===== config.mk =====
export PLATFORM = sky130hd
export DESIGN_NAME = i2c_bus_filter_mon
export DESIGN_NICKNAME = d
export VERILOG_FILES = /design/src/rtl/i2c_bus_filter_mon.sv
export SDC_FILE = /design/constraint.sdc
export NUM_CORES = 1
export LEC_CHECK = 0
export BUFFER_PORTS_ARGS = -buffer_cell sky130_fd_sc_hd__buf_4
export CAP_MARGIN = 20
export CORE_MARGIN = 8
export CORE_UTILIZATION = 45
export CTS_BUF_LIST = sky130_fd_sc_hd__clkbuf_2 sky130_fd_sc_hd__clkbuf_4 sky130_fd_sc_hd__clkbuf_8
export DETAILED_ROUTE_END_ITERATION = 7
export PLACE_DENSITY = 0.65
export SYNTH_ARGS = -nofsm -noshare
export SYNTH_HDL_FRONTEND = slang
export SYNTH_SLANG_ARGS = --single-unit

===== constraint.sdc =====
create_clock -name clk -period 3.1 [get_ports clk]
set_input_delay 0.62 -clock clk [delete_from_list [all_inputs] [get_ports clk]]
set_output_delay 0.62 -clock clk [all_outputs]
set_load 0.05 [all_outputs]

===== src/rtl/i2c_bus_filter_mon.sv =====
// I2C bus observer: 2-flop sync, tick-sampled majority glitch filter, START/STOP detection,
// bus-free and SCL-stuck timers, SCL high/low gauge. Observes only; never drives the pads.
module i2c_bus_filter_mon #(
  parameter int FILT_DEPTH = 5,
  parameter int PRESC_W    = 14,
  parameter int CNT_W      = 32,
  parameter int TMO_W      = 20
) (
  input  logic               clk,
  input  logic               rstn,
  input  logic               scl_raw,
  input  logic               sda_raw,
  input  logic [PRESC_W-1:0] presc,
  input  logic               gauge_en,
  input  logic [TMO_W-1:0]   tbuf_cnt,
  input  logic [TMO_W-1:0]   stuck_cnt,
  output logic               scl_f,
  output logic               sda_f,
  output logic               scl_rise,
  output logic               scl_fall,
  output logic               sta_det,
  output logic               rsta_det,
  output logic               sto_det,
  output logic               busy,
  output logic               bus_free,
  output logic               scl_stuck,
  output logic [CNT_W-1:0]   thigh,
  output logic [CNT_W-1:0]   tlow
);

  logic                  scl_meta_q, scl_meta_d, scl_sync_q, scl_sync_d;
  logic                  sda_meta_q, sda_meta_d, sda_sync_q, sda_sync_d;
  logic [PRESC_W-1:0]    presc_cnt_q, presc_cnt_d;
  logic [FILT_DEPTH-1:0] scl_sh_q, scl_sh_d, sda_sh_q, sda_sh_d;
  logic                  s_scl_q, s_scl_d, s_sda_q, s_sda_d;
  logic                  d_scl_q, d_scl_d, d_sda_q, d_sda_d;
  logic                  busy_q, busy_d;
  logic [TMO_W-1:0]      free_cnt_q, free_cnt_d;
  logic [TMO_W-1:0]      low_cnt_q, low_cnt_d;
  logic [CNT_W-1:0]      gauge_cnt_q, gauge_cnt_d;
  logic [CNT_W-1:0]      thigh_q, thigh_d, tlow_q, tlow_d;

  logic tick, rise, fall, start, stop, free_w, stuck_w;

  function automatic logic majority(input logic [FILT_DEPTH-1:0] v);
    int ones;
    ones = 0;
    for (int i = 0; i < FILT_DEPTH; i++) ones += int'(v[i]);
    return ones > (FILT_DEPTH / 2);
  endfunction

  // Bus conditions compare the filtered line (s_*) against its one-clk-delayed copy (d_*).
  assign tick    = (presc_cnt_q == '0);
  assign rise    = ~d_scl_q & s_scl_q;
  assign fall    = d_scl_q & ~s_scl_q;
  assign start   = d_scl_q & s_scl_q & d_sda_q & ~s_sda_q;
  assign stop    = d_scl_q & s_scl_q & ~d_sda_q & s_sda_q;
  assign free_w  = (free_cnt_q == tbuf_cnt) & s_scl_q & s_sda_q & ~start;
  assign stuck_w = (stuck_cnt != '0) & (low_cnt_q == stuck_cnt);

  always_comb begin
    scl_meta_d  = scl_raw;
    sda_meta_d  = sda_raw;
    scl_sync_d  = scl_meta_q;
    sda_sync_d  = sda_meta_q;
    presc_cnt_d = tick ? presc : presc_cnt_q - PRESC_W'(1);

    scl_sh_d = scl_sh_q;
    sda_sh_d = sda_sh_q;
    if (tick) begin
      scl_sh_d = {scl_sh_q[FILT_DEPTH-2:0], scl_sync_q};
      sda_sh_d = {sda_sh_q[FILT_DEPTH-2:0], sda_sync_q};
    end
    s_scl_d = majority(scl_sh_q);
    s_sda_d = majority(sda_sh_q);
    d_scl_d = s_scl_q;
    d_sda_d = s_sda_q;

    // START wins over any same-cycle release of the bus.
    busy_d = busy_q;
    if (start) busy_d = 1'b1;
    else if (stop | free_w | stuck_w) busy_d = 1'b0;

    free_cnt_d = free_cnt_q;
    if (~s_scl_q | ~s_sda_q | start) free_cnt_d = '0;
    else if (~busy_q && (free_cnt_q < tbuf_cnt)) free_cnt_d = free_cnt_q + TMO_W'(1);

    low_cnt_d = low_cnt_q;
    if (rise) low_cnt_d = '0;
    else if (~s_scl_q && (low_cnt_q < stuck_cnt)) low_cnt_d = low_cnt_q + TMO_W'(1);

    gauge_cnt_d = gauge_cnt_q;
    thigh_d     = thigh_q;
    tlow_d      = tlow_q;
    if (gauge_en) begin
      if (rise | fall) gauge_cnt_d = '0;
      else if (busy_q && (gauge_cnt_q != '1)) gauge_cnt_d = gauge_cnt_q + CNT_W'(1);
      if (rise) tlow_d = gauge_cnt_q;
      if (fall) thigh_d = gauge_cnt_q;
    end
  end

  // Everything resets to the idle-high bus so a mid-transfer reset produces no bus events.
  always_ff @(posedge clk or negedge rstn) begin
    if (!rstn) begin
      scl_meta_q  <= 1'b1;
      sda_meta_q  <= 1'b1;
      scl_sync_q  <= 1'b1;
      sda_sync_q  <= 1'b1;
      presc_cnt_q <= '0;
      scl_sh_q    <= '1;
      sda_sh_q    <= '1;
      s_scl_q     <= 1'b1;
      s_sda_q     <= 1'b1;
      d_scl_q     <= 1'b1;
      d_sda_q     <= 1'b1;
      busy_q      <= 1'b0;
      free_cnt_q  <= '0;
      low_cnt_q   <= '0;
      gauge_cnt_q <= '0;
      thigh_q     <= '0;
      tlow_q      <= '0;
    end else begin
      scl_meta_q  <= scl_meta_d;
      sda_meta_q  <= sda_meta_d;
      scl_sync_q  <= scl_sync_d;
      sda_sync_q  <= sda_sync_d;
      presc_cnt_q <= presc_cnt_d;
      scl_sh_q    <= scl_sh_d;
      sda_sh_q    <= sda_sh_d;
      s_scl_q     <= s_scl_d;
      s_sda_q     <= s_sda_d;
      d_scl_q     <= d_scl_d;
      d_sda_q     <= d_sda_d;
      busy_q      <= busy_d;
      free_cnt_q  <= free_cnt_d;
      low_cnt_q   <= low_cnt_d;
      gauge_cnt_q <= gauge_cnt_d;
      thigh_q     <= thigh_d;
      tlow_q      <= tlow_d;
    end
  end

  assign scl_f     = d_scl_q;
  assign sda_f     = d_sda_q;
  assign scl_rise  = rise;
  assign scl_fall  = fall;
  assign sta_det   = start;
  assign rsta_det  = start & busy_q;
  assign sto_det   = stop;
  assign busy      = busy_q;
  assign bus_free  = free_w;
  assign scl_stuck = stuck_w;
  assign thigh     = thigh_q;
  assign tlow      = tlow_q;

endmodule


==> metrics.txt, run 1 <==
# TYPE chip_impl_metric gauge
chip_impl_metric{name="cts-hold-fix-buffers",unit=""} 0
chip_impl_metric{name="die_area",unit="um^2"} 24700
chip_impl_metric{name="netlist_instances",unit=""} 883
chip_impl_metric{name="first_global_vias",unit=""} 6844
chip_impl_metric{name="maximum_vdd_drop",unit="V"} 0.000295
chip_impl_metric{name="pwr_density_cell",unit="nW/um^2"} 506
chip_impl_metric{name="cts_buffer_depth",unit=""} 2
chip_impl_info{name="clock_tree.root_cell",value="clkbuf_8"} 1
chip_impl_metric{name="grt.total_usage",unit="%"} 17.2
chip_impl_metric{name="detail-route-antenna-nets",unit=""} 0
chip_impl_metric{name="clk_transition_reported_paths",unit="ns"} 0.09
chip_impl_metric{name="nets",unit=""} 1148
chip_impl_metric{name="routed_wirelength",unit="mm"} 20.9
chip_impl_metric{name="placementRows",unit=""} 51
chip_impl_metric{name="vias_per_cell",unit=""} 5.39
chip_impl_metric{name="grt_pass1_wl",unit="mm"} 34.2
chip_impl_metric{name="crit_fanout",unit=""} 3
chip_impl_metric{name="finClkSkew",unit="ns"} 0.0141
chip_impl_metric{name="ctsHtreeMaxLevel",unit=""} 4
chip_impl_metric{name="relSlewSlack",unit="%"} 58.4
chip_impl_metric{name="dpl.hpwl",unit="mm"} 15.0
chip_impl_metric{name="num_vias",unit=""} 7072
chip_impl_metric{name="synth_largest_type_area_fraction",unit="%"} 42.1
chip_impl_info{name="timing.hold.worst.class",value="primary input to async pin"} 1
chip_impl_metric{name="setup_viol",unit=""} 0
chip_impl_metric{name="globalplace.congestion",unit=""} 0.789
chip_impl_metric{name="die_x",unit="um"} 157
chip_impl_info{name="timing_worst_setup_path_type",value="flop to output port"} 1
chip_impl_metric{name="stdcell_count",unit=""} 1312
chip_impl_metric{name="yosysSeqAreaShare",unit="%"} 47.4
chip_impl_metric{name="synth_enable_flop_cells",unit=""} 0
chip_impl_metric{name="timing.setup.tns",unit="ns"} 0
chip_impl_metric{name="core-area",unit="um^2"} 19500
chip_impl_metric{name="dr.pass1.iters",unit=""} 5
chip_impl_metric{name="final_period_minus_worst_setup_slack",unit="ns"} 3.09
chip_impl_metric{name="number_of_distinct_library_cells_after_synthesis",unit=""} 56
chip_impl_info{name="worst_setup_sp_type",value="flop"} 1
chip_impl_metric{name="synth_nets",unit=""} 997
chip_impl_info{name="yosysTopAreaCell",value="dfrtp_1"} 1
chip_impl_metric{name="leakage_dissipation",unit="nW"} 5.20
chip_impl_metric{name="syn-cell-area",unit="um^2"} 8970
chip_impl_metric{name="ios",unit=""} 133
chip_impl_metric{name="drive_gt1_share",unit="%"} 28.6
chip_impl_metric{name="synthToLayoutAreaGrowth",unit="%"} 21.6
chip_impl_metric{name="post-route-worst-setup-slack",unit="ns"} 0.0126
chip_impl_metric{name="antennaDiodeCount",unit=""} 0
chip_impl_metric{name="synth-async-reset-ratio",unit="%"} 100
chip_impl_metric{name="grt_start_max_net_pins",unit=""} 64
chip_impl_metric{name="routedWlPerCell",unit="um"} 16.0
chip_impl_metric{name="detail_route.drc_violations",unit=""} 0
chip_impl_info{name="post_synth_main_area_contributors",value="dfrtp_1, mux2_2, ha_1"} 1
chip_impl_metric{name="grt_overflow_total",unit=""} 0
chip_impl_metric{name="achievable-frequency",unit="MHz"} 324
chip_impl_metric{name="dpl.cell_count",unit=""} 1272
chip_impl_metric{name="crit_required",unit="ns"} 2.48
chip_impl_metric{name="clock_latency",unit="ns"} 0.45
chip_impl_metric{name="yosys_reg_bits",unit=""} 169
chip_impl_metric{name="cts_made_buffers",unit=""} 17
chip_impl_metric{name="hold_ws",unit="ns"} 0.131
chip_impl_metric{name="syn-mean-instance-area",unit="um^2"} 10.2
chip_impl_info{name="final_common_cell",value="buf_4"} 1
chip_impl_metric{name="pre_cts_ws",unit="ns"} 0.0633
chip_impl_info{name="tritoncts",value="yes"} 1
chip_impl_metric{name="period_share",unit="%"} 99.6
chip_impl_metric{name="antenna_violations_before_repair",unit=""} 0
chip_impl_metric{name="start_util",unit="%"} 46.0
chip_impl_metric{name="die_h",unit="um"} 157
chip_impl_info{name="run_status",value="completed"} 1
chip_impl_metric{name="clock_sink_count",unit=""} 169
chip_impl_info{name="crit_path_end_kind",value="output port"} 1
chip_impl_metric{name="final-max-slew-violation-count",unit=""} 0
chip_impl_metric{name="drt_iter0_drc",unit=""} 310
chip_impl_metric{name="number_of_fill_cells_in_the_layout",unit=""} 1781
chip_impl_metric{name="timing_worst_slew_pin_value",unit="ns"} 0.622
chip_impl_info{name="layout.cells.most_common_list",value="buf_4, dfrtp_1, nand2_1, inv_1, mux2_2"} 1
chip_impl_metric{name="maxCapViolCount",unit=""} 0
chip_impl_info{name="synthFlopType",value="dfrtp_1"} 1
chip_impl_metric{name="finalHoldViolations",unit=""} 0
chip_impl_metric{name="worst_path_arrival_time",unit="ns"} 2.47
chip_impl_metric{name="final-seq-area",unit="um^2"} 4260
chip_impl_metric{name="placement.io_buffers",unit=""} 132
chip_impl_metric{name="yosys_warnings",unit=""} 0
chip_impl_metric{name="multi_input_comb_area",unit="um^2"} 4400
-- final cells by class --
| type | count | share of cell area, % |
|---|---|---|
| clock buffer | 18 | 2.21 |
| sequential | 169 | 39.0 |
| timing repair buffer | 163 | 11.7 |
| tap | 265 | 3.04 |
| clock inverter | 14 | 1.46 |
| inverter | 66 | 2.27 |
| multi-input combinational | 617 | 40.3 |
-- critical path, cell delays in order (launching register included) --
cell and delay (ns):
dfrtp_2 0.42, ha_1 0.31, nand4_1 0.20, nor4_2 0.34, buf_4 0.17, nand2_2 0.05, a311oi_2 0.32, buf_6 0.21
-- power by group --
part	total [mW]	switching, mW	leakage [nW]	internal, mW
clock network	1.61	0.867	0.205	0.746
registers	2.71	0.297	2.14	2.42
logic	1.19	0.621	2.85	0.569
total	5.52	1.78	5.20	3.73
-- synth_stat cells (3+ instances only) --
library cell,n
and3_1,15
inv_1,66
or3_1,19
a31oi_1,4
buf_2,7
clkbuf_1,21
nor2_1,60
nand3_1,46
fa_1,4
nand2_1,68
dfstp_2,18
mux2_2,61
nor4b_1,4
o31ai_1,12
ha_1,51
dfrtp_1,151
a211o_1,6
or4_1,25
nor3_1,16
mux2_4,7
o21ai_0,46
a21oi_1,44
and2_1,5
nor4_1,10
xor2_1,11
o211ai_1,3
xnor2_1,15
and4_1,6
nand4_1,28
nor2b_1,3
nand3b_1,15
nor3b_1,5
-- per-layer routing --
metal | GRT usage (%) | vias to the layer above | share of wire (%)
met2 | 27.7 | 153 | 47
li1 | - | 3483 | -
met5 | 0 | - | 0
met3 | 3.87 | 17 | 5.2
met1 | 22.8 | 3419 | 46
met4 | 5.17 | 0 | 1.4
-- flip-flops by register name, indices dropped and copies added, names as in the netlist, 5 cells and up --
register,flops
gauge_cnt_q,32
thigh,32
free_cnt_q,20
sda_sh_q,5
scl_sh_q,5
low_cnt_q,20
presc_cnt_q,14
tlow,32
-- through the flow --
stage | cell area, um^2 | power (mW) | util, %
floorplan | 8980 | 3.49 | -
global placement | 10400 | 3.85 | 53.3
detailed placement | 10400 | 3.89 | 53.3
CTS | 10800 | 5.53 | 55.4
global route | 10900 | 5.88 | 55.9
finish | 10900 | 5.52 | 55.9
-- worst paths after layout --
| check | start | endpoint | slack, ns | cells past startpoint |
|---|---|---|---|---|
| min in group clk | sda_raw | sda_meta_q | 0.27 | 1 |
| max in group asynchronous | rstn | sda_sh_q[4] | 2.19 | 2 |
| min | rstn | low_cnt_q[16] | 0.13 | 1 |
| min reg2reg | scl_meta_q | scl_sync_q | 0.36 | 0 |
| max reg2reg | free_cnt_q[12] | free_cnt_q[8] | 0.28 | 9 |
| max | low_cnt_q[17] | scl_stuck | 0.01 | 7 |
-- timing repair --
item / CTS / global route
setup buffers: 0 / 8
endpoints found under the setup margin: 1 / 2
pin swaps: 0 / 6
resized for setup: 1 / 11
-- cell families after synthesis --
group	Yosys count	synth area share (%)
and+or+nand+nor	332	19.8
xor gates and xnor gates	26	2.54
DFF	169	47.4
AOI/OAI and AO/OA	136	9.22
muxes	68	8.83
adders and majority gates	55	8.00
buffers and inverters	97	4.24
No activity file was read; power rests on OpenSTA's default activity.
==> run 2: changes to the inputs <==
Settings changed: BUFFER_PORTS_ARGS -buffer_cell sky130_fd_sc_hd__buf_4 to -buffer_cell sky130_fd_sc_hd__clkbuf_2.
==> run 2 against run 1 <==
Critical path depth fell by 2. Non-clock buffer count rose by 2. Count of clock-buffer cells in the layout rose by 2. Register-to-register slack got worse by 0.04 ns. Maximum frequency rose by 2.5%. Utilization fell by 1.3 points. Clock skew fell by 0.00094 ns. Die area did not move. Final cell count rose by 0.15%.
==> metrics.txt, run 2 (same netlist as run 1, synthesis figures left out) <==
# TYPE chip_impl_metric gauge
chip_impl_info{name="run_status",value="completed"} 1
chip_impl_metric{name="clkPwrFrac",unit="%"} 31.8
chip_impl_metric{name="die_area",unit="um^2"} 24700
chip_impl_metric{name="sequentialPowerShare",unit="%"} 47.8
chip_impl_metric{name="grt.total_usage",unit="%"} 17.3
chip_impl_metric{name="total_switching_power",unit="mW"} 1.75
chip_impl_metric{name="detail-route-antenna-nets",unit=""} 0
chip_impl_info{name="timing.hold.worst.class",value="primary input to async pin"} 1
chip_impl_info{name="grt_setup_unrepaired",value="no"} 1
chip_impl_metric{name="num_vias",unit=""} 7106
chip_impl_metric{name="maxCapViolCount",unit=""} 0
chip_impl_metric{name="clk_transition_reported_paths",unit="ns"} 0.09
chip_impl_metric{name="synthToLayoutAreaGrowth",unit="%"} 18.9
chip_impl_metric{name="timing.setup.tns",unit="ns"} 0
chip_impl_metric{name="post-route-cell-area",unit="um^2"} 10700
chip_impl_info{name="clock_tree.root_cell",value="clkbuf_8"} 1
chip_impl_metric{name="achievable-frequency",unit="MHz"} 332
chip_impl_metric{name="timing_worst_slew_pin_value",unit="ns"} 0.729
chip_impl_metric{name="number_of_fill_cells_in_the_layout",unit=""} 1778
chip_impl_metric{name="crit_fanout",unit=""} 5
chip_impl_metric{name="final-max-slew-violation-count",unit=""} 0
chip_impl_metric{name="pwr_density_cell",unit="nW/um^2"} 530
chip_impl_metric{name="ios",unit=""} 133
chip_impl_metric{name="clock_latency",unit="ns"} 0.45
chip_impl_metric{name="placement.cell_area",unit="um^2"} 10100
chip_impl_info{name="timing_worst_setup_path_type",value="flop to output port"} 1
chip_impl_metric{name="pre_cts_ws",unit="ns"} 0.0428
chip_impl_metric{name="setup_viol",unit=""} 0
chip_impl_metric{name="vias_per_cell",unit=""} 5.41
chip_impl_metric{name="routedWlPerCell",unit="um"} 15.7
chip_impl_metric{name="placement.io_buffers",unit=""} 132
chip_impl_metric{name="finalHoldViolations",unit=""} 0
chip_impl_metric{name="antennaDiodeCount",unit=""} 0
chip_impl_info{name="worst_setup_sp_type",value="flop"} 1
chip_impl_metric{name="globalplace.congestion",unit=""} 0.824
chip_impl_metric{name="relSlewSlack",unit="%"} 51.4
chip_impl_metric{name="routed_wirelength",unit="mm"} 20.7
chip_impl_metric{name="sw_frac_of_total",unit="%"} 30.9
chip_impl_metric{name="timing.critical_path.slowest_cell_delay",unit="ns"} 0.60
chip_impl_metric{name="ctsHtreeMaxLevel",unit=""} 4
chip_impl_metric{name="cell_internal_pwr",unit="mW"} 3.91
chip_impl_metric{name="dpl.hpwl",unit="mm"} 14.9
chip_impl_metric{name="grt_start_max_net_pins",unit=""} 78
chip_impl_metric{name="core-area",unit="um^2"} 19500
chip_impl_metric{name="finClkSkew",unit="ns"} 0.0132
chip_impl_metric{name="antenna_violations_before_repair",unit=""} 0
chip_impl_metric{name="maximum_vdd_drop",unit="V"} 0.000332
chip_impl_metric{name="grt_pass1_wl",unit="mm"} 34.4
chip_impl_metric{name="cts_buffer_depth",unit=""} 2
chip_impl_metric{name="detail_route.drc_violations",unit=""} 0
chip_impl_metric{name="grt_overflow_total",unit=""} 0
chip_impl_info{name="crit_path_end_kind",value="output port"} 1
chip_impl_metric{name="drt_iter0_drc",unit=""} 335
chip_impl_metric{name="nets",unit=""} 1150
chip_impl_metric{name="placementRows",unit=""} 51
chip_impl_metric{name="start_util",unit="%"} 46.0
chip_impl_metric{name="leakage_dissipation",unit="nW"} 5.13
chip_impl_metric{name="dr.pass1.iters",unit=""} 5
chip_impl_metric{name="cts_made_buffers",unit=""} 17
chip_impl_metric{name="drive_gt1_share",unit="%"} 28.5
chip_impl_metric{name="clock_sink_count",unit=""} 169
chip_impl_info{name="tritoncts",value="yes"} 1
chip_impl_metric{name="post-route-worst-setup-slack",unit="ns"} 0.0878
chip_impl_metric{name="final_period_minus_worst_setup_slack",unit="ns"} 3.01
chip_impl_metric{name="first_global_vias",unit=""} 6896
chip_impl_metric{name="die_x",unit="um"} 157
chip_impl_info{name="slowest_stage",value="or4_4"} 1
chip_impl_info{name="layout.cells.most_common_list",value="dfrtp_1, clkbuf_2, nand2_1, inv_1, mux2_2"} 1
chip_impl_metric{name="pwr-share-comb",unit="%"} 20.5
chip_impl_info{name="crit_path_cell_trace",value="ha_1 > nand4_1 > or4_4 > nor3_4 > buf_8"} 1
chip_impl_metric{name="die_h",unit="um"} 157
chip_impl_metric{name="worst_path_arrival_time",unit="ns"} 2.39
chip_impl_info{name="final_common_cell",value="dfrtp_1"} 1
chip_impl_metric{name="period_share",unit="%"} 97.2
chip_impl_metric{name="crit_required",unit="ns"} 2.48
run 2: cell count changes in the layout (fill, tap and decap cells not counted), moves of 2 or more:
cell and delta:
inv_6 -2, buf_4 -127, clkbuf_8 +2, clkbuf_2 +129
clkinv_4 -2, bufinv_16 +2
run 2: per-stage QoR:
stage / utilization (%) / total power, mW / hold WS [ns] / std cells
after floorplan: - / 3.49 / 0.324 / 883
after global placement: 51.7 / 3.82 / 0.346 / 1275
after detailed placement: 51.7 / 3.86 / 0.348 / 1275
after CTS: 54.2 / 5.69 / 0.192 / 1307
after global routing: 54.6 / 6.03 / 0.201 / 1314
final: 54.6 / 5.65 / 0.177 / 1314
run 2: area by class of cell:
cell class                 instances  area (um^2)  share of cell area (%)
clock buffer                      20          269                    2.52
clock inverter                    12          186                    1.75
inverter                          66          248                    2.32
multi-input combinational        617         4410                    41.3
sequential                       169         4260                    39.9
tap                              265          332                    3.11
timing repair buffer             165          968                    9.08
run 2: power by group through the flow:
stage | combinational, mW | sequential (mW) | clock (mW)
floorplan | 0.823 | 2.67 | 0
detailed placement | 1.11 | 2.75 | 0
finish | 1.16 | 2.70 | 1.80
global placement | 1.09 | 2.74 | 0
global route | 1.35 | 2.75 | 1.94
CTS | 1.12 | 2.71 | 1.85
run 2: path summary, 6_finish.rpt:
path                                start             to  slack [ns]  cells after the start
max                        free_cnt_q[17]       bus_free        0.09                      5
min                                  rstn  low_cnt_q[17]        0.18                      1
max reg2reg                free_cnt_q[11]  free_cnt_q[8]        0.24                      9
min reg2reg                    scl_meta_q     scl_sync_q        0.36                      0
max in group asynchronous            rstn     scl_meta_q        2.13                      2
min in group clk                  sda_raw     sda_meta_q        0.24                      1
run 2: worst max-delay path: cells and delay by family, from the launching register on:
| family | cells | cell delay (ns) |
|---|---|---|
| simple gates | 3 | 1.05 |
| flops | 1 | 0.42 |
| fa+ha+maj | 1 | 0.30 |
| buf+inv | 1 | 0.17 |
run 2: what timing repair did:
action | in CTS | in global routing
pin swaps | 1 | 5
buffers inserted | 0 | 7
hold buffers | 0 | 0
setup endpoints to repair | 2 | 2
cloned | 0 | 0
resized for setup | 5 | 9
run 2: layer usage:
metal  track usage (%)  share of wire (%)  vias up
met5                 0                  0        -
met4              3.72               0.98        0
met3              4.33                5.5       20
met2              28.5                 47      162
met1              22.7                 46     3438
li1                  -                  -     3486
